File: src/rtl/counter_arbiter_ctrl.sv
// rtl/counter_arbiter_ctrl.sv - round-robin arbiter sequencing timed runs of one shared counter
module counter_arbiter_ctrl #(
   parameter int CNT_WIDTH = 4,
   parameter int NREQ      = 4
) (
   input  logic                      Clk,
   input  logic                      Reset,
   input  logic [NREQ-1:0]           Req,
   input  logic [NREQ*CNT_WIDTH-1:0] Len,
   input  logic [CNT_WIDTH-1:0]      CntVal,
   output logic [NREQ-1:0]           Grant,
   output logic [NREQ-1:0]           Done,
   output logic                      Busy,
   output logic                      CntEn,
   output logic                      CntClr_n
);

   localparam int IW = (NREQ > 1) ? $clog2(NREQ) : 1;

   typedef enum logic [1:0] {IDLE, CLEAR, RUN, DONE} state_t;

   state_t               state, state_nxt;
   logic [IW-1:0]        winner, ptr, pick;
   logic [CNT_WIDTH-1:0] target;
   logic                 found;
   logic [NREQ-1:0]      gvec;
   int unsigned          cand;

   // First set request searching upward from the last winner, wrapping around.
   always_comb begin
      found = 1'b0;
      pick  = '0;
      cand  = 0;
      for (int k = 1; k <= NREQ; k++) begin
         cand = (32'(ptr) + 32'(k)) % 32'(NREQ);
         if (!found && Req[cand[IW-1:0]]) begin
            found = 1'b1;
            pick  = cand[IW-1:0];
         end
      end
   end

   assign gvec = NREQ'(1) << winner;

   always_ff @(posedge Clk or posedge Reset) begin
      if (Reset) begin
         state  <= IDLE;
         winner <= '0;
         target <= '0;
         ptr    <= IW'(NREQ - 1);
      end else begin
         state <= state_nxt;
         if (state == IDLE && found) begin
            winner <= pick;
            target <= Len[pick*CNT_WIDTH +: CNT_WIDTH];
         end
         if (state == DONE)
            ptr <= winner;
      end
   end

   always_comb begin
      state_nxt = state;
      Grant     = '0;
      Done      = '0;
      Busy      = 1'b1;
      CntEn     = 1'b0;
      CntClr_n  = 1'b1;
      case (state)
         IDLE: begin
            Busy = 1'b0;
            if (found)
               state_nxt = CLEAR;
         end
         CLEAR: begin
            Grant     = gvec;
            CntClr_n  = 1'b0;
            state_nxt = (target == '0) ? DONE : RUN;
         end
         RUN: begin
            Grant = gvec;
            CntEn = 1'b1;
            // Leaving when the counter shows target-1 lets this last enable land it on target.
            if (CntVal >= target - CNT_WIDTH'(1))
               state_nxt = DONE;
         end
         DONE: begin
            Grant     = gvec;
            Done      = gvec;
            state_nxt = IDLE;
         end
         default: state_nxt = IDLE;
      endcase
   end

endmodule

File: config.mk
export PLATFORM = sky130hd
export DESIGN_NAME = counter_arbiter_ctrl
export DESIGN_NICKNAME = d
export VERILOG_FILES = /design/src/rtl/counter_arbiter_ctrl.sv
export SDC_FILE = /design/constraint.sdc
export NUM_CORES = 1
export LEC_CHECK = 0
export BUFFER_PORTS_ARGS = -buffer_cell sky130_fd_sc_hd__buf_2
export CORE_ASPECT_RATIO = 1.2
export CORE_MARGIN = 2
export CORE_UTILIZATION = 45
export CTS_CLUSTER_SIZE = 28
export DETAILED_ROUTE_END_ITERATION = 10
export GPL_TIMING_DRIVEN = 0
export PLACE_DENSITY = 0.8
export SLEW_MARGIN = 20
export SYNTH_ARGS = -nofsm -noshare
export SYNTH_HDL_FRONTEND = slang
export SYNTH_SLANG_ARGS = --single-unit
File: constraint.sdc
create_clock -name Clk -period 2.7 [get_ports Clk]
set_input_delay 0.81 -clock Clk [delete_from_list [all_inputs] [get_ports Clk]]
set_output_delay 0.81 -clock Clk [all_outputs]
set_load 0.01 [all_outputs]
==> metrics.txt <==
Min Hold Slack=495 ps; setup tns final=0 ps; Clock Tree Root=clkbuf_4; first-pass GRT wire length=3760 µm; area delta synth->final=24.0%; fin nets=199; post-route cell area=1320 µm²; die height=57.3 µm; CTS H-Tree Depth=1; Post-CTS Resized=0; Netlist cell types=40; hpwl dp=1870 µm; GRT overflow=0; post-route setup slack=388 ps; r2r setup slk=680 ps; CP Launch Type=flop; row cnt=19; Detailed Route Iter0 Violations=17; Synth Area in Compound Gates=0.216; period utilization=0.856; vias=1010; I/O pins=37; vias in the first global route=958; Post-Route WL=2220 µm; Routed WL per cell=11.5 µm; IO buf count=36; critical path endpoint=Grant[3]; Synth Area in Simple Gates=0.287; initial core utilization=0.471; Min-Delay Path Class=in2async; r2r endpoint=state[1]; Total GRT Usage=0.171; Static Leak=0.000694 µW; Worst setup EP type=output pin; relative slew slack=0.754; largest fanout on the critical path=6; initial antenna violation count=0; share of layout cells above drive strength 1=0.475; CP Launch Point=state[0]; max_cap viols=0; Skew-Pair Late Insertion Delay=270 ps; Syn Nets=158; reg-to-reg startpoint=target[0]; status=finished, final reports clean; # diodes=0; via/cell ratio=5.23; CP required=1890 ps; CTS buffer count=3; die width=48.4 µm; PwrDens=979 nW/µm²; WP data arrival=1500 ps; #FFs+latches synth=10; post-synthesis sequential area ratio=0.238; Synth Flop Type=dfrtp_1; RSZ-0062 raised after global routing=false; Final ANT Viol Nets=0; DRC=0; Crit Path Class=reg2out; clock-pin transition on the worst setup and hold timing paths=70 ps; Synth Area per Inst=8.72 µm²; Slew Limit Fails=0; Post-CTS Repair Setup Buffers=0; cell count of the worst reg-to-reg path=7; Post-synth EDFFs=0; Async SR Flop Fraction=1.00; placed inst area=1280 µm²; clock sink count=10; DRT Pass-1 Iters=4; Core ar.=2260 µm²; Cell Area, Synth=1060 µm²; largest net degree at the start of global routing=11; Post-Place Setup Slack=340 ps; cells after synthesis=122; minimum clock period after layout=2310 ps; post-synthesis xor/xnor area fraction=0.0165; # setup viols final=0; Longest Clk Path Bufs=2; post-layout util=0.584; Max Clk Rate=433 MHz; largest family of logic cells by synthesized area=simple AND/OR/NAND/NOR gates; CTS tree=built; hold buffers post-CTS=0; Final Hold Viols=0; Synth Area in Adders=0.118; die area=2770 µm²; Placer Congestion=0.791; mux contribution to synthesized area=0.0212; clk_skew=8.60 ps; Worst-Margin Slew=368 ps; Warnings, synthesis=0; peak supply drop=0.000505 V
==> synth_stat cells (2+ instances only) <==
master    instances  share of area
a21o_1            4          0.028
a31oi_1          11          0.065
and3_1            2          0.012
and4_2            7          0.066
buf_6             3          0.032
clkbuf_1          2         0.0071
dfrtp_1           8           0.19
dfstp_2           2          0.049
ha_1             10           0.12
inv_1            16          0.056
nand2_1           7          0.025
nand2b_1          3          0.018
nand3_1           2         0.0094
nand3_2           4          0.038
nor2_1            4          0.014
nor3_1            2         0.0094
nor3b_1           3          0.021
o21ai_1           3          0.014
o21ai_2           7          0.058
xnor2_1           2          0.016
==> critical path: stages (launching register included) <==
cell and delay [ps]:
dfrtp_1 420, inv_1 110, ha_1 300, inv_2 90, and3_1 180, buf_2 130
==> metrics by stage <==
stage / instances / power (µW)
finish: 193 / 1290
global route: 193 / 1420
CTS: 193 / 1310
detailed placement: 189 / 1170
global placement: 189 / 1130
floorplan: 122 / 956
==> kinds of logic after synthesis <==
family / after synthesis
AO/OA/AOI/OAI: 32
XOR/XNOR: 2
adder cells (fa/ha/maj): 10
buffers and inverters: 23
flip-flops: 10
multiplexers: 2
AND/OR/NAND/NOR: 43
==> cell usage in the layout, fill, tap and decap left out, types with 2 or more instances in the layout <==
cell	synthesis	routed
xnor2_1	2	2
ha_1	10	10
nor3_1	2	2
o21ai_2	7	7
nor3b_1	3	3
and4_2	7	7
nor2_1	4	4
nand3_1	2	2
nand3_2	4	4
a21o_1	4	4
o21ai_1	3	3
dfrtp_1	8	8
clkbuf_4	0	3
nand2b_1	3	3
nand2_1	7	7
buf_6	3	3
buf_2	1	37
clkbuf_1	2	2
inv_1	16	16
dfstp_2	2	2
a31oi_1	11	11
and3_1	2	2
==> area by class of cell <==
cell class	count	area, µm²
multi-input combinational	89	701
buffer	6	46.3
timing repair buffer	36	180
tap	31	38.8
clock buffer	4	36.3
sequential	10	253
fill	227	940
inverter	17	63.8
==> flip-flops by register name, summed over array words and instances, names as in the netlist <==
register  count
ptr           2
target        4
winner        2
state         2
==> layer usage <==
layer  global-route usage  share of wire  vias to the layer above
met1                0.180           0.42                      457
met3               0.0262          0.055                        5
met5                    0              0                        -
met2                0.331           0.50                       33
met4               0.0857          0.023                        0
li1                     -              -                      515
==> how the worst min path moves through the flow <==
| stage | startpoint | endpoint | slack (ps) | cells after the start |
|---|---|---|---|---|
| after floorplan | target[1] | target[1] | 470 | 2 |
| after global placement | target[1] | target[1] | 500 | 2 |
| after detailed placement | target[1] | target[1] | 500 | 2 |
| after CTS | Reset | state[0] | 500 | 2 |
| after global routing | Reset | winner[0] | 540 | 2 |
| final | Reset | winner[0] | 500 | 2 |
==> report_power, final <==
| part | leakage, µW | internal (µW) | switching, µW |
|---|---|---|---|
| combinational | 0.000554 | 412 | 438 |
| sequential | 0.000119 | 237 | 68.4 |
| clock | 0.0000210 | 81.9 | 52.8 |
| total | 0.000694 | 732 | 559 |
Note: power is estimated with default switching activity, not from simulation.
